`src/rtl/sram_access_ctrl_if.sv`:
```
// Request/response and SRAM bus bundle for sram_access_ctrl.
// master = datapath side plus SRAM model, slave = the controller.
interface sram_access_ctrl_if #(
    parameter int ADDR_W = 7,
    parameter int DATA_W = 32
);
    logic              req_valid;
    logic              req_ready;
    logic [1:0]        op_code;
    logic [ADDR_W-1:0] address_one;
    logic [ADDR_W-1:0] address_two;
    logic [DATA_W-1:0] data_in;
    logic              rsp_valid;
    logic [DATA_W-1:0] data_out;
    logic [ADDR_W-1:0] sram_addr;
    logic [DATA_W-1:0] sram_wdata;
    logic [DATA_W-1:0] sram_rdata;
    logic              sram_read_en;
    logic              sram_write_en;
    logic              busy;

    modport master (
        output req_valid, op_code, address_one, address_two, data_in, sram_rdata,
        input  req_ready, rsp_valid, data_out, sram_addr, sram_wdata,
               sram_read_en, sram_write_en, busy
    );

    modport slave (
        input  req_valid, op_code, address_one, address_two, data_in, sram_rdata,
        output req_ready, rsp_valid, data_out, sram_addr, sram_wdata,
               sram_read_en, sram_write_en, busy
    );
endinterface

```
`src/rtl/sram_access_ctrl.sv`:
```
// Single-access SRAM sequencer: turns one datapath request into timed read/write
// strobes and reports completion with a one-cycle rsp_valid pulse.
module sram_access_ctrl #(
    parameter int ADDR_W      = 7,
    parameter int DATA_W      = 32,
    parameter int WAIT_CYCLES = 2
) (
    input  logic clk,
    input  logic n_rst,
    sram_access_ctrl_if.slave bus
);
    localparam int CNT_W = (WAIT_CYCLES > 1) ? $clog2(WAIT_CYCLES) : 1;
    localparam logic [CNT_W-1:0] LAST = CNT_W'(WAIT_CYCLES - 1);

    typedef enum logic [2:0] {
        IDLE,
        READ,
        WRITE,
        COPY_RD,
        COPY_WR,
        DONE
    } state_t;

    state_t            state;
    state_t            next_state;
    logic [CNT_W-1:0]  count;
    logic [ADDR_W-1:0] addr_one;
    logic [ADDR_W-1:0] addr_two;
    logic [DATA_W-1:0] wdata_q;
    logic [DATA_W-1:0] rdata_q;
    logic              accept;
    logic              last_cycle;
    logic              in_access;
    logic              read_en;
    logic              write_en;
    logic [ADDR_W-1:0] addr;
    logic [DATA_W-1:0] wdata;

    assign accept     = (state == IDLE) && bus.req_valid;
    assign last_cycle = (count == LAST);
    assign in_access  = (state == READ) || (state == WRITE) ||
                        (state == COPY_RD) || (state == COPY_WR);

    always_ff @(posedge clk or negedge n_rst) begin
        if (!n_rst) begin
            state <= IDLE;
        end else begin
            state <= next_state;
        end
    end

    // The state itself carries the latched opcode, so no separate op register is kept.
    always_comb begin
        next_state = state;
        case (state)
            IDLE: begin
                if (bus.req_valid) begin
                    case (bus.op_code)
                        2'b01:   next_state = READ;
                        2'b10:   next_state = WRITE;
                        2'b11:   next_state = COPY_RD;
                        default: next_state = DONE;
                    endcase
                end
            end
            READ:    if (last_cycle) next_state = DONE;
            WRITE:   if (last_cycle) next_state = DONE;
            COPY_RD: if (last_cycle) next_state = COPY_WR;
            COPY_WR: if (last_cycle) next_state = DONE;
            DONE:    next_state = IDLE;
            default: next_state = IDLE;
        endcase
    end

    always_ff @(posedge clk or negedge n_rst) begin
        if (!n_rst) begin
            count    <= '0;
            addr_one <= '0;
            addr_two <= '0;
            wdata_q  <= '0;
            rdata_q  <= '0;
        end else begin
            if (accept) begin
                addr_one <= bus.address_one;
                addr_two <= bus.address_two;
                wdata_q  <= bus.data_in;
            end
            if (in_access) begin
                if (last_cycle) begin
                    count <= '0;
                end else begin
                    count <= count + CNT_W'(1);
                end
            end else begin
                count <= '0;
            end
            if (((state == READ) || (state == COPY_RD)) && last_cycle) begin
                rdata_q <= bus.sram_rdata;
            end
        end
    end

    // SRAM strobes decode from state only; IDLE and DONE drive everything to zero.
    always_comb begin
        read_en  = 1'b0;
        write_en = 1'b0;
        addr     = '0;
        wdata    = '0;
        case (state)
            READ, COPY_RD: begin
                read_en = 1'b1;
                addr    = addr_one;
            end
            WRITE: begin
                write_en = 1'b1;
                addr     = addr_one;
                wdata    = wdata_q;
            end
            COPY_WR: begin
                write_en = 1'b1;
                addr     = addr_two;
                wdata    = rdata_q;
            end
            default: begin
                read_en  = 1'b0;
                write_en = 1'b0;
            end
        endcase
    end

    assign bus.req_ready     = (state == IDLE);
    assign bus.busy          = (state != IDLE);
    assign bus.rsp_valid     = (state == DONE);
    assign bus.data_out      = rdata_q;
    assign bus.sram_read_en  = read_en;
    assign bus.sram_write_en = write_en;
    assign bus.sram_addr     = addr;
    assign bus.sram_wdata    = wdata;
endmodule

```
`src/flat_wrapper.sv`:
```
// flat-port wrapper written by rule: the top's interface ports become plain ports
module sram_access_ctrl_flat 
#(
    parameter int ADDR_W      = 7,
    parameter int DATA_W      = 32,
    parameter int WAIT_CYCLES = 2
)
  (clk, n_rst, bus_req_valid, bus_op_code, bus_address_one, bus_address_two, bus_data_in, bus_sram_rdata, bus_req_ready, bus_rsp_valid, bus_data_out, bus_sram_addr, bus_sram_wdata, bus_sram_read_en, bus_sram_write_en, bus_busy);
  sram_access_ctrl_if #(.ADDR_W(ADDR_W), .DATA_W(DATA_W)) bus_i ();
  input  logic clk;
  input  logic n_rst;
  input wire logic [$bits(bus_i.req_valid)-1:0] bus_req_valid;
  input wire logic [$bits(bus_i.op_code)-1:0] bus_op_code;
  input wire logic [$bits(bus_i.address_one)-1:0] bus_address_one;
  input wire logic [$bits(bus_i.address_two)-1:0] bus_address_two;
  input wire logic [$bits(bus_i.data_in)-1:0] bus_data_in;
  input wire logic [$bits(bus_i.sram_rdata)-1:0] bus_sram_rdata;
  output wire logic [$bits(bus_i.req_ready)-1:0] bus_req_ready;
  output wire logic [$bits(bus_i.rsp_valid)-1:0] bus_rsp_valid;
  output wire logic [$bits(bus_i.data_out)-1:0] bus_data_out;
  output wire logic [$bits(bus_i.sram_addr)-1:0] bus_sram_addr;
  output wire logic [$bits(bus_i.sram_wdata)-1:0] bus_sram_wdata;
  output wire logic [$bits(bus_i.sram_read_en)-1:0] bus_sram_read_en;
  output wire logic [$bits(bus_i.sram_write_en)-1:0] bus_sram_write_en;
  output wire logic [$bits(bus_i.busy)-1:0] bus_busy;
  assign bus_i.req_valid = bus_req_valid;
  assign bus_i.op_code = bus_op_code;
  assign bus_i.address_one = bus_address_one;
  assign bus_i.address_two = bus_address_two;
  assign bus_i.data_in = bus_data_in;
  assign bus_i.sram_rdata = bus_sram_rdata;
  assign bus_req_ready = bus_i.req_ready;
  assign bus_rsp_valid = bus_i.rsp_valid;
  assign bus_data_out = bus_i.data_out;
  assign bus_sram_addr = bus_i.sram_addr;
  assign bus_sram_wdata = bus_i.sram_wdata;
  assign bus_sram_read_en = bus_i.sram_read_en;
  assign bus_sram_write_en = bus_i.sram_write_en;
  assign bus_busy = bus_i.busy;
  sram_access_ctrl #(.ADDR_W(ADDR_W), .DATA_W(DATA_W), .WAIT_CYCLES(WAIT_CYCLES)) u_core (.clk(clk), .n_rst(n_rst), .bus(bus_i));
endmodule
```
`config.mk`:
```
export PLATFORM = sky130hd
export DESIGN_NAME = sram_access_ctrl_flat
export DESIGN_NICKNAME = d
export VERILOG_FILES = /design/src/rtl/sram_access_ctrl_if.sv /design/src/rtl/sram_access_ctrl.sv /design/src/flat_wrapper.sv
export SDC_FILE = /design/constraint.sdc
export NUM_CORES = 1
export LEC_CHECK = 0
export ABC_AREA = 1
export CORE_ASPECT_RATIO = 0.8
export CORE_MARGIN = 8
export CORE_UTILIZATION = 30
export DETAILED_ROUTE_END_ITERATION = 12
export PLACE_DENSITY = 0.58
export SYNTH_ARGS = -nofsm -noshare
export SYNTH_HDL_FRONTEND = slang
export SYNTH_SLANG_ARGS = --single-unit
```
`constraint.sdc`:
```
create_clock -name clk -period 4.1 [get_ports clk]
set_clock_uncertainty 0.2 [all_clocks]
set_input_delay 0.82 -clock clk [delete_from_list [all_inputs] [get_ports clk]]
set_output_delay 0.82 -clock clk [all_outputs]
set_load 0.01 [all_outputs]
```
After elaboration in Yosys (flattened, before gate mapping):

Index checks and enable logic that the tools add are counted.

* add/sub/neg operators: 1
* multipliers: 0
* div/mod/pow operators: 0
* $lt $le $gt $ge: 0
* eq/ne operators: 11
* shift operators: 0
* muxes and demuxes: 11
* bitwise gates (word level): 0
* reductions and logical operators: 13

Operator list (number)
* case mux 32 bit (2 select lines): 1
* case mux 3 bit (3 select lines): 2
* case mux 7 bit (2 select lines): 1
* two-way mux 3 bit: 3
* == test 3 x 2 -> 1 bit (second input constant): 2
* == test 3 bit (second input constant): 2
* OR reduction 3 bit: 2
* == test 2 bit (second input constant): 2
* logical OR 1 bit: 4
* two-way mux 1 bit: 4
* inequality test 2 x 1 -> 1 bit (second input constant): 2
* OR reduction 2 bit: 2
* == test 3 x 1 -> 1 bit (second input constant): 1
* zero test 3 bit: 1
* AND reduction 3 bit: 1
* nonzero test 3 bit: 1
* == test 2 x 1 -> 1 bit (second input constant): 1
* logical AND 1 bit: 2
* inequality test 2 bit (second input constant): 1
* adder 1 bit (second input constant): 1

* bits in registers: 82
* latch bits: 0
* RAM bits: 0
* bits in read-only memories: 0
* input bits: 83
* output and inout port bits: 76
* logic and storage cells: 42
* memories: 0

Depth between registers and ports, before layout:

* word-level depth: 5
* gate-level depth with buffers: 9
* depth with buffers taken out: 8

Worst setup path before layout:

Ideal clock, no wire load.

* path type: reg-to-output
* start: register u_core.state[2]
* end: output port bus_sram_wdata[0]
* arrival time: 1.223 ns
* data required time: 3.080 ns
* path slack: 1.857 ns
* stages on the path, launching flop included: 5
* path buffers: 1
* cells stage by stage: dfrtp_1 -> inv_1 -> nand3_1 -> clkbuf_1 -> o21ai_0

* longest elaborated chain between the ends: 2
* elaborated cells between the ends (all ways): 3
* those cells by class: eq/ne (2); mux (1)

Ends and longest elaborated chain
* start: declaration: line sram_access_ctrl.sv:24 `state_t state;`
* start signal: assignment: line sram_access_ctrl.sv:48 `state <= next_state;`
* == test 3 bit / == test 3 x 2 -> 1 bit (equally long branches): line sram_access_ctrl.sv:109 `case (state)`
* case mux 32 bit (2 select lines) (*): line sram_access_ctrl.sv:109
* end: declaration: line flat_wrapper.sv:22 `output wire logic [$bits(bus_i.sram_wdata)-1:0] bus_sram_wdata;`

Mark *: on every way between the ends. The rest lies on a longest branch, timed or not.

Worst setup path after layout:

* start: register u_core.state[0]
* end: output port bus_sram_wdata[16]

The elaborated chain is that of the path after synthesis.

==> qor.yml <==
synthesis:
  synth-simple-area-share_pct: 26.0
  synthArstFlopShare_pct: 100
  synth_top_area_share_pct: 55.5
  synth-seq-cells: 82
  syn_area_per_cell_sq_um: 8.04
  synth_top_family_by_area: "simple AND/OR/NAND/NOR gates"
  synth_xor_area_share_pct: 0
  synthAdderAreaFrac_pct: 0
  synthTopCellsByArea: "dfrtp_1, nand2_1, o21ai_0"
  synth_commonest_cells: "nand2_1, dfrtp_1, o21ai_0"
  syn_nets: 543
  ys_warn_count: 0
  synth_compound_area_share_pct: 10.3
  syn_area_sq_um: 3700
  syn-instance-count: 460
  netlist.top_cell.by_area: "dfrtp_1"
  synth_ff_type: "dfrtp_1"
  synth.mux.area_fraction_pct: 0
  yosysMostFrequentCell: "nand2_1"
  yosysSeqAreaShare_pct: 55.5
  synth_edf_count: 0
  ys_types: 16
status:
  status: "finished, final reports clean"
cts:
  cts_setup_buffers: 0
  htreeDepth: 3
  clock-sinks: 82
  cts_root_buf: "clkbuf_16"
  clk_pin_slew_worst_paths_ns: 0.06
  cts_buffers: 9
  cts_tree: "yes"
  cts_buffer_depth: 2
  worstSkewPairLatency_ns: 0.33
  cts-hold-fix-buffers: 0
  cts_resized: 0
timing:
  rsz0062_at_grt: "false"
  whs_ns: 0.275
  worstMarginPinSlew_ns: 1.26
  period_needed_ns: 3.30
  tns_ns: 0
  hold_viol: 0
  fin_crit_sh_pct: 80.4
  fmax_ghz: 0.303
  slew_violations: 0
  relSlewSlack_pct: 16.0
  setup_viol: 0
hold_path:
  min_delay_path_depth: 2
  worstHoldStart: "u_core.addr_one[4]$_DFFE_PN0P_"
  hold_end: "u_core.addr_one[4]$_DFFE_PN0P_"
  hold_class: "register to register"
setup_path:
  cp_common_cell: "nand2_1"
  r2r_start: "u_core.state[2]$_DFFE_PN0P_"
  required_ns: 3.08
  r2r_end: "u_core.bus.data_out[13]$_DFFE_PN0P_"
  cp-start-kind: "register"
  arrival_ns: 2.28
  endpoint_kind: "output port"
  max_stage_delay_ns: 0.60
  crit_type: "register to output port"
  rrSetupSlack_ns: 1.58
  cpMaxStageDelayCell: "clkdlybuf4s50_1"
  worstPathCellList: "nor2_1, nand2_1, inv_1, buf_4, nand2_1, o21ai_0, clkdlybuf4s50_1"
  path_max_fanout: 23
  reg2regPathDepth: 5
global_routing:
  antenna_found_initial: 0
  first_global_vias: 3630
  track_usage_pct: 15.3
  grt_overflow: 0
  grt_pass1_wl_um: 19500
  grt_max_degree: 83
die:
  fp-row-count: 36
  die_area_sq_um: 16200
  start_util_pct: 30.5
  core_area_sq_um: 12100
  die_h_um: 115
  die_w_um: 140
  ios: 159
layout:
  drive_above_1_share_pct: 4.72
  nets: 692
  area_delta_synth_final_pct: 54.1
  design_area_sq_um: 5700
  post-route-util_pct: 47.0
  diodes: 0
power_and_ir_drop:
  switching_share_pct: 38.0
  p_leak_nw: 2.65
  ir_worst_vdd_uv: 265
  comb_power_share_pct: 47.4
  switching_power_mw: 1.66
  seqPwrFrac_pct: 32.9
  clockPowerShare_pct: 19.7
  intPower_mw: 2.70
  power_density_nw_per_um2: 765
placement:
  io_buffers: 158
  place_hpwl_um: 8540
  gp_congestion: 0.772
  dpl-instance-area_sq_um: 5380
drt:
  drtPass1Iterations: 4
  avgRoutedWirePerCell_um: 15.8
  drtAntennaViolNets: 0
  wl_met3_um: 816
  totalWireLength_um: 12100
  vias: 3487
  wl_met1_um: 5590
  top_layer: "met4"
  wl_met2_um: 5580
  vias_per_cell: 4.55
  drcViolationCount: 0
  first_iter_violations: 197
job:
  cap_violations: 0
## per-stage QoR
stage / total power [mW] / setup WS, ns / cells
2_1_floorplan: 2.45 / 1.86 / 460
3_3_place_gp: 3.50 / 1.20 / 750
3_5_place_dp: 3.55 / 1.15 / 750
4_1_cts: 4.44 / 0.773 / 766
5_1_grt: 4.72 / 0.630 / 766
6_report: 4.36 / 0.803 / 766
## cells by family after synthesis
kind of cell	count (synthesis)
DFF	82
buffers and inverters	71
and+or+nand+nor	236
AOI/OAI and AO/OA	71
## power groups by stage
stage | Combinational, mW | Clock (mW) | Sequential (mW)
finish | 2.07 | 0.858 | 1.44
global placement | 2.07 | 0 | 1.44
floorplan | 0.984 | 0 | 1.47
detailed placement | 2.10 | 0 | 1.45
global route | 2.32 | 0.918 | 1.49
CTS | 2.11 | 0.892 | 1.44
## state kept, by name (all words and copies together) (netlist names)
signal / flops
u_core.count: 1
u_core.wdata_q: 32
u_core.addr_two: 7
u_core.addr_one: 7
u_core.bus.data_out: 32
u_core.state: 3
## critical path: cells and delay by family, from the launching register on
family	cells	cell delay (ns)
AO/OA/AOI/OAI	1	0.13
buffers and inverters	3	0.97
flip-flops	1	0.42
AND/OR/NAND/NOR	3	0.43
## worst max path at each step
stage,from,slack [ns],endpoint
after global placement,u_core.state[0]$_DFFE_PN0P_,1.20,bus_sram_wdata[16]
final,u_core.state[0]$_DFFE_PN0P_,0.80,bus_sram_wdata[16]
after floorplan,u_core.state[2]$_DFFE_PN0P_,1.86,bus_sram_wdata[0]
after CTS,u_core.state[0]$_DFFE_PN0P_,0.77,bus_sram_wdata[16]
after detailed placement,u_core.state[0]$_DFFE_PN0P_,1.15,bus_sram_wdata[16]
after global routing,u_core.state[0]$_DFFE_PN0P_,0.63,bus_sram_wdata[24]
## area by class of cell
class                      instances  area, sq um
sequential                        82         2050
timing repair buffer             164         1620
tap                              152          190
inverter                          45          169
fill                            1169         6420
multi-input combinational        307         1340
clock buffer                      10          229
clock inverter                     6         90.1
## per-layer routing
metal / GRT usage, % / vias up
li1: - / 1744
met1: 19.4 / 1613
met2: 24.3 / 121
met3: 5.10 / 9
met4: 4.98 / 0
met5: 0 / -
## layout by cell type (no fill, tap or decap)
master and count:
o21ai_0 64, clkbuf_1 1, clkinvlp_4 1, inv_1 42
nand2_1 192, nor2_2 1, clkinv_2 1, dfrtp_1 82
nand3_1 38, nor2_8 1, buf_4 7, clkdlybuf4s50_1 157
clkbuf_16 9, clkinv_4 1, nor2_1 2, nand2_2 1
inv_6 1, a22o_1 7, inv_2 3, nor2_4 1
bufinv_16 2
Power figures use the tool's default switching activity.
